--- config.mk ---
export PLATFORM = sky130hd
export DESIGN_NAME = mario_input_ctrl
export DESIGN_NICKNAME = d
export VERILOG_FILES = /design/src/rtl/mario_input_ctrl.sv
export SDC_FILE = /design/constraint.sdc
export NUM_CORES = 1
export LEC_CHECK = 0
export ABC_AREA = 0
export BUFFER_PORTS_ARGS = -buffer_cell sky130_fd_sc_hd__buf_2
export CORE_ASPECT_RATIO = 1.4
export CORE_MARGIN = 2
export CORE_UTILIZATION = 54
export DETAILED_ROUTE_END_ITERATION = 8
export PLACE_DENSITY = 0.88
export SYNTH_ARGS = -nofsm -noshare
export SYNTH_HDL_FRONTEND = slang
export SYNTH_SLANG_ARGS = --single-unit
--- constraint.sdc ---
create_clock -name clk_sys -period 2.2 [get_ports clk_sys]
set_input_delay 0.11 -clock clk_sys [delete_from_list [all_inputs] [get_ports clk_sys]]
set_output_delay 0.11 -clock clk_sys [all_outputs]
set_load 0.02 [all_outputs]
--- src/rtl/mario_input_ctrl.sv ---
// mario_input_ctrl: conditions keyboard and joystick input for the Mario Bros core.
// Tracks PS/2 key state, resolves left/right conflicts (last pressed wins),
// merges the keyboard and joystick sources into the active-low switch bytes,
// and owns the user pause toggle and the pause-dim timer.
// Optional feature macro: MARIO_COIN_STRETCH_EN (stretches short coin pulses).
module mario_input_ctrl #(
    parameter logic [31:0] DIM_CYCLES  = 32'h1C9C3800,
    parameter int unsigned COIN_CYCLES = 2400000
) (
    input  logic        clk_sys,
    input  logic        reset,
    input  logic [10:0] ps2_key,
    input  logic [15:0] joy_0,
    input  logic [15:0] joy_1,
    input  logic        hs_access,
    input  logic        osd_pause,
    output logic [7:0]  sw1,
    output logic [7:0]  sw2,
    output logic        pause,
    output logic        dim_video
);

    // Bit positions inside the keyboard key-state vector.
    localparam int K_LEFT   = 0;
    localparam int K_RIGHT  = 1;
    localparam int K_SPACE  = 2;
    localparam int K_CTRL   = 3;
    localparam int K_F1     = 4;
    localparam int K_F2     = 5;
    localparam int K_1      = 6;
    localparam int K_2      = 7;
    localparam int K_5      = 8;
    localparam int K_6      = 9;
    localparam int K_LEFT2  = 10;
    localparam int K_RIGHT2 = 11;
    localparam int K_FIRE2  = 12;
    localparam int K_TEST   = 13;

    localparam logic [23:0] COIN_LOAD = 24'(COIN_CYCLES - 32'd1);

    logic [13:0] keys_q, keys_d;
    logic        key_hist_q;
    logic        key_evt_s;

    logic [1:0]  in1_q [2];
    logic [1:0]  in2_q [2];
    logic [1:0]  last_q [2];
    logic [1:0]  last_d [2];
    logic [1:0]  dir_q [2];
    logic [1:0]  dir_d [2];
    logic [1:0]  dir_raw_s [2];

    logic        pjoy_s, pjoy_prev_q, toggle_q, toggle_d;
    logic [31:0] timer_q, timer_d;

    logic        fire_s, fire2_s, start1_s, start2_s, coin_raw_s, coin_s;
    logic [7:0]  sw1_q, sw1_d, sw2_q, sw2_d;
    logic        pause_q, pause_d, dim_q, dim_d;

    assign key_evt_s = (ps2_key[10] != key_hist_q);

    // Decode one PS/2 event into the key-state vector; directions ignore the extended flag.
    always_comb begin
        keys_d = keys_q;
        if (key_evt_s) begin
            if (ps2_key[7:0] == 8'h6B) begin
                keys_d[K_LEFT] = ps2_key[9];
            end else if (ps2_key[7:0] == 8'h74) begin
                keys_d[K_RIGHT] = ps2_key[9];
            end else begin
                case (ps2_key[8:0])
                    9'h029:  keys_d[K_SPACE]  = ps2_key[9];
                    9'h014:  keys_d[K_CTRL]   = ps2_key[9];
                    9'h005:  keys_d[K_F1]     = ps2_key[9];
                    9'h006:  keys_d[K_F2]     = ps2_key[9];
                    9'h016:  keys_d[K_1]      = ps2_key[9];
                    9'h01E:  keys_d[K_2]      = ps2_key[9];
                    9'h02E:  keys_d[K_5]      = ps2_key[9];
                    9'h036:  keys_d[K_6]      = ps2_key[9];
                    9'h023:  keys_d[K_LEFT2]  = ps2_key[9];
                    9'h034:  keys_d[K_RIGHT2] = ps2_key[9];
                    9'h01C:  keys_d[K_FIRE2]  = ps2_key[9];
                    9'h02C:  keys_d[K_TEST]   = ps2_key[9];
                    default: keys_d = keys_q;
                endcase
            end
        end else begin
            keys_d = keys_q;
        end
    end

    // Key state and event history; history reloads on reset so no phantom event follows.
    always_ff @(posedge clk_sys) begin
        if (reset) begin
            keys_q     <= 14'd0;
            key_hist_q <= ps2_key[10];
        end else begin
            keys_q     <= keys_d;
            key_hist_q <= ps2_key[10];
        end
    end

    // Raw {L,R} per player, keyboard OR joystick.
    always_comb begin
        dir_raw_s[0] = {keys_q[K_LEFT]  | joy_0[1], keys_q[K_RIGHT]  | joy_0[0]};
        dir_raw_s[1] = {keys_q[K_LEFT2] | joy_1[1], keys_q[K_RIGHT2] | joy_1[0]};
    end

    // Two-way resolver: remember the most recent new press; it wins while both are held.
    // The updated memory feeds the output so the first "both held" cycle is already correct.
    always_comb begin
        for (int p = 0; p < 2; p++) begin
            if (in1_q[p][1] && !in2_q[p][1]) begin
                last_d[p] = 2'b10;
            end else if (in1_q[p][0] && !in2_q[p][0]) begin
                last_d[p] = 2'b01;
            end else begin
                last_d[p] = last_q[p];
            end
            if (in1_q[p] == 2'b11) begin
                dir_d[p] = last_d[p];
            end else begin
                dir_d[p] = in1_q[p];
            end
        end
    end

    // Resolver synchronizer stages, memory and registered direction.
    always_ff @(posedge clk_sys) begin
        for (int p = 0; p < 2; p++) begin
            if (reset) begin
                in1_q[p]  <= 2'b00;
                in2_q[p]  <= 2'b00;
                last_q[p] <= 2'b00;
                dir_q[p]  <= 2'b00;
            end else begin
                in1_q[p]  <= dir_raw_s[p];
                in2_q[p]  <= in1_q[p];
                last_q[p] <= last_d[p];
                dir_q[p]  <= dir_d[p];
            end
        end
    end

    assign fire_s     = keys_q[K_SPACE] | keys_q[K_CTRL] | joy_0[4];
    assign fire2_s    = keys_q[K_FIRE2] | joy_1[4];
    assign start1_s   = keys_q[K_F1] | keys_q[K_1] | joy_0[5] | joy_1[5];
    assign start2_s   = keys_q[K_F2] | keys_q[K_2] | joy_0[6] | joy_1[6];
    assign coin_raw_s = keys_q[K_5] | keys_q[K_6] | joy_0[7] | joy_1[7];

`ifdef MARIO_COIN_STRETCH_EN
    logic        coin_prev_q;
    logic [23:0] coin_cnt_q, coin_cnt_d;

    // Coin stretch counter: (re)load on a coin rising edge, then count down to zero.
    always_comb begin
        if (coin_raw_s && !coin_prev_q) begin
            coin_cnt_d = COIN_LOAD;
        end else if (coin_cnt_q != 24'd0) begin
            coin_cnt_d = coin_cnt_q - 24'd1;
        end else begin
            coin_cnt_d = coin_cnt_q;
        end
        coin_s = coin_raw_s | (coin_cnt_q != 24'd0);
    end

    // Coin edge history and stretch counter state.
    always_ff @(posedge clk_sys) begin
        if (reset) begin
            coin_prev_q <= 1'b0;
            coin_cnt_q  <= 24'd0;
        end else begin
            coin_prev_q <= coin_raw_s;
            coin_cnt_q  <= coin_cnt_d;
        end
    end

    logic unused_s;
    assign unused_s = ^{joy_0[15:9], joy_0[3:2], joy_1[15:9], joy_1[3:2]};
`else
    assign coin_s = coin_raw_s;

    logic unused_s;
    assign unused_s = ^{joy_0[15:9], joy_0[3:2], joy_1[15:9], joy_1[3:2], COIN_LOAD};
`endif

    // Pause toggle, pause request and saturating dim timer next-state.
    always_comb begin
        pjoy_s   = joy_0[8] | joy_1[8];
        toggle_d = toggle_q ^ (pjoy_s & ~pjoy_prev_q);
        pause_d  = hs_access | toggle_q | osd_pause;
        if (!pause_q) begin
            timer_d = 32'd0;
        end else if (timer_q >= DIM_CYCLES) begin
            timer_d = timer_q;
        end else begin
            timer_d = timer_q + 32'd1;
        end
        dim_d = (timer_q >= DIM_CYCLES);
    end

    // Active-low switch bytes assembled from merged signals.
    always_comb begin
        sw1_d = {~keys_q[K_TEST], ~start2_s, ~start1_s, ~fire_s, 1'b1, 1'b1, ~dir_q[0][1], ~dir_q[0][0]};
        sw2_d = {1'b1, 1'b1, ~coin_s, ~fire2_s, 1'b1, 1'b1, ~dir_q[1][1], ~dir_q[1][0]};
    end

    // Output registers plus pause/dim state.
    always_ff @(posedge clk_sys) begin
        if (reset) begin
            sw1_q       <= 8'hFF;
            sw2_q       <= 8'hFF;
            pause_q     <= 1'b0;
            dim_q       <= 1'b0;
            toggle_q    <= 1'b0;
            pjoy_prev_q <= 1'b0;
            timer_q     <= 32'd0;
        end else begin
            sw1_q       <= sw1_d;
            sw2_q       <= sw2_d;
            pause_q     <= pause_d;
            dim_q       <= dim_d;
            toggle_q    <= toggle_d;
            pjoy_prev_q <= pjoy_s;
            timer_q     <= timer_d;
        end
    end

    assign sw1       = sw1_q;
    assign sw2       = sw2_q;
    assign pause     = pause_q;
    assign dim_video = dim_q;

endmodule
Yosys cells after proc, flatten, opt, wreduce, memory -nomap -nowiden

Memories as Yosys holds them, arrays and structs flattened.
Index checks and enable logic that the tools add are counted.

Output and inout bits: 18
Bits of input ports: 47
Memories kept: 4
Memory bits (writable): 16
Register bits after elaboration: 67

Memory list:

| name   | words | width | rd ports | clocked after memory_dff | wr ports | RTL line | RTL |
|---|---|---|---|---|---|---|---|
| dir_q  | 2     | 2     | 2        | 0                        | 2        | 49       | `logic [1:0] dir_q [2];` |
| in1_q  | 2     | 2     | 2        | 0                        | 2        | 45       | `logic [1:0] in1_q [2];` |
| in2_q  | 2     | 2     | 2        | 0                        | 2        | 46       | `logic [1:0] in2_q [2];` |
| last_q | 2     | 2     | 2        | 0                        | 2        | 47       | `logic [1:0] last_q [2];` |

Bitwise logic cells: 43
Reduce and logical (&&, ||, !) cells: 23
Equal/unequal tests: 17
Order comparisons: 1
$add $sub $neg: 1
Mux-type cells: 17

Operator list:

| cell                                                                 | number |
|---|---|
| == test 9 x 6 -> 1 bit (second input constant)                       | 6 |
| AND reduction 4 bit                                                  | 12 |
| == test 9 x 5 -> 1 bit (second input constant)                       | 4 |
| adder 32 x 1 -> 32 bit (second input constant)                       | 1 |
| greater-or-equal comparator 32 x 29 -> 1 bit (second input constant) | 1 |
| two-way mux 2 bit                                                    | 14 |
| OR 1 bit                                                             | 27 |
| == test 9 x 3 -> 1 bit (second input constant)                       | 2 |
| == test 8 x 7 -> 1 bit (second input constant)                       | 2 |
| inverter 1 bit                                                       | 14 |
| == test 2 bit (second input constant)                                | 2 |
| logical AND 1 bit                                                    | 4 |
| zero test 1 bit                                                      | 4 |
| two-way mux 1 bit                                                    | 3 |
| AND reduction 3 bit                                                  | 1 |
| AND reduction 2 bit                                                  | 1 |
| OR reduction 2 bit                                                   | 1 |
| AND 1 bit                                                            | 1 |
| != test 1 bit                                                        | 1 |
| bitwise XOR 1 bit                                                    | 1 |

Longest topological paths before layout

Gate-level depths: netlist of the first run.
An unclocked memory read counts as a cell.

Word-level depth: 7
Mapped depth: 8
Mapped depth without buffers: 6

Worst setup path before layout of the first run

OpenSTA, ideal clock, no wires.

Kind: reg-to-reg
Start point: register timer_q[16]
End point: register timer_q[17]
Path slack: 395 ps
Clock period less this slack: 1805 ps
Required time: 2129 ps
Arrival: 1735 ps
Buffers on the path: 1
Stages on the path, launching flop included: 8
Path through: dfxtp_1 -> o2111a_1 -> o31ai_1 -> a31o_2 -> buf_4 -> nand2_2 -> or4_1 -> a21oi_1

Cells in the longest elaborated chain, start to end: 1
Elaborated cells between the ends (all ways): 2
Those cells by class: add/sub (1); order compare (1)

Ends and longest elaborated chain:

| what                                                                                          | RTL line | RTL |
|---|---|---|
| start: declaration                                                                            | 54       | `logic [31:0] timer_q, timer_d;` |
| start signal: assignment                                                                      | 225      | `timer_q <= timer_d;` |
| adder 32 x 1 -> 32 bit / greater-or-equal comparator 32 x 29 -> 1 bit (equally long branches) | 197, 194 |  |

Parallel ways exist; a longest one is shown, timed or not.
A chain may end at the register's enable or synchronous reset.

Final worst setup path of the first run

Start point: register timer_q[13]
End point: register timer_q[7]

Cells in the longest elaborated chain, start to end: 1

Ends and longest elaborated chain:

| what                                         | RTL line | RTL |
|---|---|---|
| greater-or-equal comparator 32 x 29 -> 1 bit | 194      | `end else if (timer_q >= DIM_CYCLES) begin` |

Every way passes these cells.

==> run metrics, run 1 <==
status=complete, no violations; layout cells sized above 1=17.6%; smallest setup slack after layout=0.195 ns; Clk pin slew, worst setup/hold paths=0.08 ns; Total GRT Usage=26.2%; Initial DRC Count=112; Tcrit/Tclk final=a little over 90%; HPWL Detailed=~4400 um; Final Hold Viols=0; Mapped Area=approximately 3200 um2; Design Area, Final=between 3000 and 4000 um2; Core Box Area=between 5000 and 6000 um2; Setup WS pre-CTS=0.221 ns; htree depth=3; startpoint types=flip-flop; CP top delay family=simple AND/OR/NAND/NOR gates; area delta synth->final=19.1%; fmax=roughly 500 MHz; # IOs=65; data arrival time of the critical path=approximately 2.3 ns; hold slack=~0.13 ns; drt pass-1 iters=4; Worst Path Buf+Inv=1; PortBufs=40; top_reg_cell synth=dfxtp_1; Rel. slew slack=62.3%; CTS tree=built; vias=2828; critical setup path kind=flip-flop to flip-flop; Die ar.=~6500 um2; Post-Synthesis Cells=roughly 350; Final min period=between 2 and 2.5 ns; hold_buf cts=17; post-synth cell types=52; routability cong.=~0.8; # rows=33; worst vdd ir=~0.00056 V; max cap viols=0; YS warnings=0; largest net degree at the start of global routing=31; PnR Total Power=roughly 2.6 mW; Critical Path Slowest Stage Cell=or3_1; Leak=1.54 nW; Nets=465; vias in the first global route=approximately 2800; Starting Density=between 50% and 60%; first-pass GRT wire length=12600 um; Least-Margin Pin Slew=around 0.56 ns; synthesis-stage register bit count=77; ant diodes=0; TritonCTS Buffers=9; post-DR wirelength/cell=between 15 and 20 um; Die Span Y=roughly 95 um; endpoint class of the critical path=flip-flop; peak fanout along the critical path=14; Worst Path Required=2.49 ns; vias per cell=between 5 and 6; Synth area leaders=dfxtp_1, nor2_1, nand3_1, xor2_1, nand2_1; Worst Clk Skew=roughly 0.014 ns; RSZ-0062 raised after global routing=no; Clock Latency Late Sink=0.36 ns; global route overflow=0; Post-Route WL=just under 8000 um; slowest stage delay, CP=0.35 ns; CTS Root Cell=clkbuf_8; Async S/R FF share, synth=0%; Hold Path Class=primary input to flip-flop; Fin Setup TNS=0 ns; dpl cell area=3440 um2; post-synth top area share=48.4%; pwr/cell area=between 600 and 700 nW/um2; sequential fraction of the synthesis area=48.4%; Final ANT Viol Nets=0; Die Wd=68.9 um; number of flops mapped to enable cells by yosys=0; cts repair resizes=0; DRC=0; clk sinks=just under 80; crit-path cells=and3_1 > o311a_1 > nand4_2 > nand2_2 > buf_4 > or3_1 > a21oi_1; initial antenna violation count=0; final max-slew violation count=0; Setup-failing EPs final=0; setup repair bufs after CTS=0; Clock Tree Buf Depth=2; area leader, netlist=dfxtp_1; Synth Area per Inst=8.99 um2
-- per-layer routing --
| metal | vias to the layer above | track usage (%) | wire length (um) |
|---|---|---|---|
| met5 | - | 0 | 0 |
| met1 | 1310 | 25.5 | 2850 |
| met4 | 0 | 16.8 | 367 |
| met2 | 111 | 47.4 | 4320 |
| met3 | 42 | 6.20 | 354 |
| li1 | 1365 | - | - |
-- registers in the layout (all words and copies together), names as in the netlist --
signal / count
key_hist_q: 1
dim_video: 1
sw2: 4
timer_q: 32
last_q: 4
sw1: 6
keys_q: 14
toggle_q: 1
dir_q: 4
in1_q: 4
in2_q: 4
pjoy_prev_q: 1
pause: 1
-- synth_stat cells, drive strengths merged, types with 4 or more instances --
| master | n |
|---|---|
| inv | 7 |
| nor2 | 44 |
| nor2b | 5 |
| and4 | 6 |
| nand3 | 23 |
| or3 | 10 |
| clkbuf | 9 |
| o41ai | 4 |
| dfxtp | 77 |
| and2 | 5 |
| nand2 | 30 |
| and3 | 13 |
| nor3 | 8 |
| a21oi | 21 |
| nand4 | 9 |
| xor2 | 13 |
| o21ai | 13 |
| buf | 11 |
| mux2i | 10 |
-- final timing paths --
path	startpoint	to	cells past startpoint	slack (ns)
min	joy_1[8]	toggle_q$_SDFF_PP0_	4	0.13
max	timer_q[13]$_SDFFE_PP0N_	timer_q[7]$_SDFFE_PP0N_	7	0.20
min reg2reg	dir_q[1][0]$_SDFF_PP0_	sw2[0]$_SDFF_PP1_	1	0.37
max reg2reg	timer_q[13]$_SDFFE_PP0N_	timer_q[7]$_SDFFE_PP0N_	7	0.20
-- per-stage QoR --
step / cells / util (%)
after floorplan: 359 / -
after global placement: 458 / 59.6
after detailed placement: 458 / 59.6
after CTS: 491 / 65.6
after global routing: 491 / 65.6
final: 491 / 65.6
-- report_power, final --
group	internal (mW)	total [mW]	switching (mW)	leakage, nW
clock	0.440	0.985	0.545	0.0815
combinational	0.0736	0.178	0.104	0.835
sequential	1.42	1.44	0.0145	0.627
total	1.94	2.60	0.663	1.54
-- cell usage in the layout, fill, tap and decap left out, types with 4 or more instances in the layout --
cell type      count
a21oi_1           21
and2_1             5
and3_1            12
buf_2             40
buf_4              9
clkbuf_8          10
conb_1             6
dfxtp_1           77
dlygate4sd3_1     17
inv_1              7
mux2i_1           10
nand2_1           29
nand3_1           23
nand4_1            7
nor2_1            44
nor2b_1            5
nor3_1             8
o21ai_0           13
o41ai_1            4
or3_1              9
xor2_1            13
-- cell type report --
type	instances	area (um2)
multi-input combinational	255	1520
fill	448	1990
inverter	7	26.3
tap	70	87.6
clock buffer	11	141
timing repair buffer	66	438
sequential	77	1540
clock inverter	5	36.3
-- cell families (layout without fill, tap and decap cells) --
family	count (synthesis)	after routing	share of synthesized area, %
and+or+nand+nor	168	168	28.3
DFF	77	77	48.4
AOI/OAI and AO/OA	54	54	10.7
buffers and inverters	27	89	4.36
xor gates and xnor gates	15	15	4.13
muxes	10	10	3.14
adders and majority gates	2	2	0.786
other	1	6	0.118
-- worst min-delay path, cell delays in order --
cell and delay, ns:
buf_2 0.08, nor2_1 0.05, o21ai_0 0.14, a21oi_1 0.06
No activity file was read; power rests on OpenSTA's default activity.
==> run 2, diff against run 1 <==
==> config.mk (replaced) <==
export PLATFORM = sky130hd
export DESIGN_NAME = mario_input_ctrl
export DESIGN_NICKNAME = d
export VERILOG_FILES = /design/src/rtl/mario_input_ctrl.sv
export SDC_FILE = /design/constraint.sdc
export NUM_CORES = 1
export LEC_CHECK = 0
export ABC_AREA = 1
export BUFFER_PORTS_ARGS = -buffer_cell sky130_fd_sc_hd__buf_2
export CORE_MARGIN = 2
export CORE_UTILIZATION = 56
export DETAILED_ROUTE_END_ITERATION = 8
export PLACE_DENSITY = 0.89
export SYNTH_ARGS = -nofsm -noshare
export SYNTH_HDL_FRONTEND = slang
export SYNTH_SLANG_ARGS = --single-unit
==> run 2 against run 1 <==
  * Worst setup slack improved by 0.19 ns
  * Sequential power barely moved
  * Count of clock-buffer cells in the layout fell by 2
  * Cell count is 44% higher
  * Highest routed layer unchanged
==> run metrics, run 2 <==
status=complete, no violations; Fin Setup TNS=0 ns (unchanged); top_reg_cell synth=dfxtp_1; Setup-failing EPs final=0 (unchanged); Post-Route WL=8730 um (+11%); largest reg by FF count=timer_q; routability cong.=0.882 (+10%); Async S/R FF share, synth=0% (unchanged); Synth area leaders=dfxtp_1, nand2_1, nor2_1, inv_1, nand3_1; PortBufs=40 (unchanged); Final Hold Viols=0 (unchanged); Total GRT Usage=24.6% (-1.6 points); largest net degree at the start of global routing=29 (-6.5%); clock power share=40.9% (+3.0 points); setup repair bufs after CTS=0 (unchanged); data arrival time of the critical path=2.11 ns (-0.18 ns); ant diodes=0 (unchanged); Commonest cells post-synth=nand2_1, nor2_1, dfxtp_1; hold_buf cts=15 (-2); sequential fraction of the synthesis area=40.0% (-8.4 points); Least-Margin Pin Slew=0.508 ns (-0.0564 ns); synthesis-stage register bit count=77 (unchanged); initial antenna violation count=0 (unchanged); Mapped Area=3850 um2 (+21%); Final min period=1.81 ns (-0.194 ns); Tcrit/Tclk final=82.3% (-8.8 points); Core Box Area=6720 um2 (+16%); Die ar.=7560 um2 (+16%); number of flops mapped to enable cells by yosys=0 (unchanged); Psw=0.702 mW (+5.8%); first-pass GRT wire length=14800 um (+18%); htree depth=3 (unchanged); Comb power frac=6.6% (-0.2 points); dpl cell area=4070 um2 (+18%); fill count=570 (+27%); peak fanout along the critical path=7 (-7); Seq pwr share=52.4% (-2.9 points); Cell Int Power=2.03 mW (+5.0%); Starting Density=57.4% (+2.3 points); Worst Path Required=2.50 ns (about the same); area delta synth->final=14.7%; max cap viols=0 (unchanged); startpoint types=flip-flop; vias in the first global route=3444 (+21%); Clock Tree Buf Depth=2 (unchanged); pwr/cell area=618 nW/um2 (-9.8%); Final ANT Viol Nets=0 (unchanged); CTS tree=built; Leak=1.73 nW (+12%); Clk pin slew, worst setup/hold paths=0.09 ns (about the same); final max-slew violation count=0 (unchanged); drt pass-1 iters=5 (+1); Nets=669 (+44%); Design Area, Final=4420 um2 (+17%); cts repair resizes=0 (unchanged); max FFs per register=32 (unchanged); vias=3753 (+33%); most common cell after layout, fill and taps aside=nand2_1; Hold Path Class=primary input to flip-flop; Synth Area per Inst=6.83 um2 (-24%); Rel. slew slack=66.1% (+3.8 points); YS warnings=0 (unchanged); HPWL Detailed=5980 um (+37%); TritonCTS Buffers=9 (unchanged); # IOs=65 (unchanged); count leader, synth=nand2_1; RSZ-0062 raised after global routing=no; Die Wd=87.0 um (+26%); post-synth cell types=37 (-29%); most frequent cells in the layout=nand2_1, nor2_1, dfxtp_1; DRC=0 (unchanged); Post-Synthesis Cells=564 (+59%); Initial DRC Count=259 (+130%); endpoint class of the critical path=flip-flop; Clock Latency Late Sink=0.36 ns (about the same); switching share of power=25.7% (+0.14 points); layout cells sized above 1=15.0% (-2.5 points); area leader, netlist=dfxtp_1; global route overflow=0 (unchanged); post-synth top area share=40.0% (-8.4 points); # rows=30 (-9.1%); clk sinks=77 (unchanged); fmax=552 MHz (+11%); Worst Clk Skew=0.00853 ns (-0.00553 ns); post-DR wirelength/cell=12.4 um (-23%); worst vdd ir=0.000485 V (-14%); vias per cell=5.32 (-7.6%); critical setup path kind=flip-flop to flip-flop; Die Span Y=87.0 um (-8.3%); CTS Root Cell=clkbuf_8
## run 2: cell count changes in the layout (fill, tap and decap cells not counted), moves of 5 or more
cell and change:
nand2_1 +112, nor2_1 +55, inv_1 +49, nand3_1 +17, and3_1 -12, nand2_2 +12
a21oi_2 +10, mux2i_1 -10, a21oi_1 +9, or3_1 -9, buf_4 -6, o21ai_0 +6
xor2_1 -6, nor2b_1 -5
## run 2: through the flow
stage | total power [mW] | setup WS (ns) | cells | utilization [%] | hold WS (ns)
2_1_floorplan | 1.57 | 0.672 | 569 | - | 0.138
5_1_grt | 2.83 | 0.188 | 705 | 65.8 | 0.0308
4_1_cts | 2.75 | 0.395 | 705 | 65.8 | 0.0112
6_report | 2.73 | 0.390 | 705 | 65.8 | 0.0203
3_3_place_gp | 1.61 | 0.516 | 674 | 60.5 | 0.238
3_5_place_dp | 1.62 | 0.417 | 674 | 60.5 | 0.240
## run 2: critical path: stages, from the launching register on
cell	delay [ns]
dfxtp_1	0.46
ha_1	0.28
nand2_1	0.13
nor2_4	0.17
nand2_1	0.13
nor2_1	0.20
xor2_1	0.17
nand2_1	0.09
a21oi_2	0.13
## run 2: power groups by stage
| stage | clock network (mW) | registers [mW] | logic [mW] |
|---|---|---|---|
| CTS | 1.14 | 1.43 | 0.178 |
| finish | 1.12 | 1.43 | 0.181 |
| floorplan | 0 | 1.48 | 0.0935 |
| detailed placement | 0 | 1.47 | 0.156 |
| global placement | 0 | 1.47 | 0.149 |
| global route | 1.19 | 1.44 | 0.201 |
## run 2: routing by layer
| layer | track usage [%] | up-vias | part of all wire, % | wire length (um) |
|---|---|---|---|---|
| li1 | - | 1897 | - | - |
| met3 | 3.98 | 27 | 5.4 | 474 |
| met2 | 43.0 | 128 | 50 | 4360 |
| met4 | 13.1 | 0 | 2.9 | 250 |
| met5 | 0 | - | 0 | 0 |
| met1 | 28.6 | 1701 | 42 | 3650 |
## run 2: cell type report
class	count	area (um2)	area share, %
multi-input combinational	416	1990	44.9
sequential	77	1540	34.9
timing repair buffer	58	373	8.43
inverter	58	218	4.92
clock buffer	9	124	2.80
tap	80	100	2.26
clock inverter	7	80.1	1.81
## run 2: kinds of logic after synthesis
kind of cell / synth area share, %
other: 0.0973
XOR/XNOR: 2.73
AND/OR/NAND/NOR: 36.4
AO/OA/AOI/OAI: 11.1
adder cells (fa/ha/maj): 0.649
flip-flops: 40.0
buffers and inverters: 8.96
## run 2: path summary, 6_finish.rpt
path	slack [ns]	from	cells past startpoint	to
hold / removal	0.02	joy_1[8]	3	pjoy_prev_q$_SDFF_PP0_
hold reg to reg	0.38	dir_q[0][1]$_SDFF_PP0_	1	sw1[1]$_SDFF_PP1_
setup reg to reg	0.39	timer_q[0]$_SDFFE_PP0N_	8	timer_q[16]$_SDFFE_PP0N_
setup / recovery	0.39	timer_q[0]$_SDFFE_PP0N_	8	timer_q[16]$_SDFFE_PP0N_
==> run 3, diff against run 2 <==
==> constraint.sdc (replaced) <==
create_clock -name clk_sys -period 1.9 [get_ports clk_sys]
set_input_delay 0.095 -clock clk_sys [delete_from_list [all_inputs] [get_ports clk_sys]]
set_output_delay 0.095 -clock clk_sys [all_outputs]
set_load 0.02 [all_outputs]
==> run 3 against run 2 <==
  * The flow now finishes with violations (hold timing)
  * Clock skew increased by 0.0058 ns
  * Count of clock-buffer cells in the layout did not move
  * Fmax increased by 5.4%
  * Non-clock buffer count rose by 5
  * Via count increased by 2.0%
  * Sequential share of layout area fell by 0.31 points
  * First-iteration DRC count down 11%
  * Wire length is 7.7% higher
  * Worst setup slack got worse by 0.21 ns
  * Sequential power grew 16%
  * Power grew 17%
  * Cell count rose by 0.71%
==> run metrics, run 3 (synthesis gave the netlist of run 2 again) <==
status=finished with violations; failing checks=hold timing; slowest stage delay, CP=0.48 ns (+0.02 ns); first-pass GRT wire length=15900 um (+7.5%); Post-Route WL=9400 um (+7.7%); met2 routed WL=4720 um (+8.3%); routability cong.=0.886 (+0.44%); max cap viols=0 (unchanged); M1 WL=3900 um (+6.8%); Reg area=1540 um2 (unchanged); Seq pwr share=52.0% (-0.4 points); peak fanout along the critical path=18 (+11); Cell Int Power=2.36 mW (+16%); Comb power frac=7.0% (+0.4 points); critical setup path kind=flip-flop to flip-flop; clock power share=41.1% (+0.2 points); startpoint types=flip-flop; Starting Density=57.4% (unchanged); Core Box Area=6720 um2 (unchanged); most common cell after layout, fill and taps aside=nand2_1; layout cells sized above 1=15.6% (+0.52 points); Psw=0.837 mW (+19%); Setup-failing EPs final=0 (unchanged); Max Used Layer=met4; DRC=0 (unchanged); Tcrit/Tclk final=90.4% (+8.1 points); Top cell by count, worst path=nand2_1; Rel. slew slack=66.2% (+0.10 points); smallest setup slack after layout=0.183 ns (-0.207 ns); Clock Tree Buf Depth=2 (unchanged); CTS tree=built; Clk pin slew, worst setup/hold paths=0.10 ns (about the same); endpoint class of the critical path=flip-flop; max FFs per register=32 (unchanged); post-DR wirelength/cell=13.2 um (+6.9%); Worst Path Required=2.20 ns (-0.30 ns); Worst Clk Skew=0.0143 ns (+0.00582 ns); footprint of the multi-input gates=1990 um2 (unchanged); RSZ-0062 raised after global routing=no; Initial DRC Count=231 (-11%); htree depth=3 (unchanged); CTS Root Cell=clkbuf_8; Hold Path Class=primary input to flip-flop; switching share of power=26.2% (+0.52 points); # rows=30 (unchanged); Setup WS pre-CTS=0.172 ns (-0.245 ns); vias per cell=5.39 (+1.3%); Total GRT Usage=26.9% (+2.3 points); Final Hold Viols=1 (+1); pwr/cell area=716 nW/um2 (+16%); Die Span Y=87.0 um (unchanged); drt pass-1 iters=7 (+2); Clock Latency Late Sink=0.36 ns (about the same); global route overflow=0 (unchanged); PortBufs=40 (unchanged); vias in the first global route=3760 (+9.2%); # IOs=65 (unchanged); crit-path cells=inv_1 > nand2_1 > nor2_1 > nand2_1 > nand2_2 > a21oi_4 > nand2_1 > a21oi_2; fmax=582 MHz (+5.4%); Critical Path Slowest Stage Cell=dfxtp_1; final max-slew violation count=0 (unchanged); Fin Setup TNS=0 ns (unchanged); vias=3828 (+2.0%); fill count=572 (+0.35%); Die ar.=7560 um2 (unchanged); HPWL Detailed=6290 um (+5.3%); worst vdd ir=0.000670 V (+38%); Die Wd=87.0 um (unchanged); Leak=1.75 nW (+1.4%); largest reg by FF count=timer_q; hold slack=-0.000803 ns (-0.0211 ns); cts repair resizes=0 (unchanged); most frequent cells in the layout=nand2_1, nor2_1, dfxtp_1; Final min period=1.72 ns (-0.0928 ns); area delta synth->final=15.8%; largest net degree at the start of global routing=26 (-10%); TritonCTS Buffers=9 (unchanged); Final ANT Viol Nets=0 (unchanged); initial antenna violation count=0 (unchanged); data arrival time of the critical path=2.02 ns (-0.09 ns); Least-Margin Pin Slew=0.506 ns (-0.00155 ns); met3 routed WL=487 um (+2.7%); Nets=674 (+0.75%); clk sinks=77 (unchanged); ant diodes=0 (unchanged)
-- run 3: final timing paths --
kind,from,to,slack [ns],depth (start not counted)
worst max register to register,timer_q[21]$_SDFFE_PP0N_,timer_q[11]$_SDFFE_PP0N_,0.18,8
worst min-delay path,joy_1[1],in1_q[1][1]$_SDFF_PP0_,-0.0008,3
worst min register to register,dir_q[0][0]$_SDFF_PP0_,sw1[0]$_SDFF_PP1_,0.38,1
worst max-delay path,timer_q[21]$_SDFFE_PP0N_,timer_q[11]$_SDFFE_PP0N_,0.18,8
-- run 3: layout make-up --
class | count | area share (%)
clock inverter | 7 | 1.79
clock buffer | 9 | 2.78
sequential | 77 | 34.5
inverter | 58 | 4.88
tap | 80 | 2.24
multi-input combinational | 416 | 44.5
timing repair buffer | 63 | 9.25
-- run 3: metrics by stage --
| step | util [%] | cells | instance area [um2] | power [mW] |
|---|---|---|---|---|
| finish | 66.4 | 710 | 4460 | 3.20 |
| global route | 66.4 | 710 | 4460 | 3.31 |
| CTS | 66.4 | 710 | 4460 | 3.21 |
| detailed placement | 61.0 | 678 | 4100 | 1.88 |
| global placement | 61.0 | 678 | 4100 | 1.87 |
| floorplan | - | 569 | 3870 | 1.82 |
-- run 3: per-layer routing --
layer  global-route usage [%]  vias up
met3                     6.64       27
li1                         -     1909
met2                     48.1      129
met4                     12.8        0
met5                        0        -
met1                     29.6     1763
-- run 3: worst max-delay path, delay by kind of cell, from the launching register on --
family | cells | cell delay, ns
buffers and inverters | 1 | 0.11
AOI/OAI and AO/OA | 2 | 0.61
DFF | 1 | 0.48
and+or+nand+nor | 5 | 0.47
-- run 3: power groups by stage --
| stage | combinational [mW] | sequential (mW) | clock [mW] |
|---|---|---|---|
| final | 0.222 | 1.66 | 1.31 |
| after global routing | 0.244 | 1.66 | 1.40 |
| after CTS | 0.215 | 1.66 | 1.33 |
| after detailed placement | 0.187 | 1.70 | 0 |
| after global placement | 0.178 | 1.69 | 0 |
| after floorplan | 0.108 | 1.71 | 0 |
-- run 3: timing repair --
item,4_1_cts,5_1_grt
endpoints found under the hold margin,11,0
setup buffers,0,0
setup endpoints to repair,0,0
hold buffers,16,0
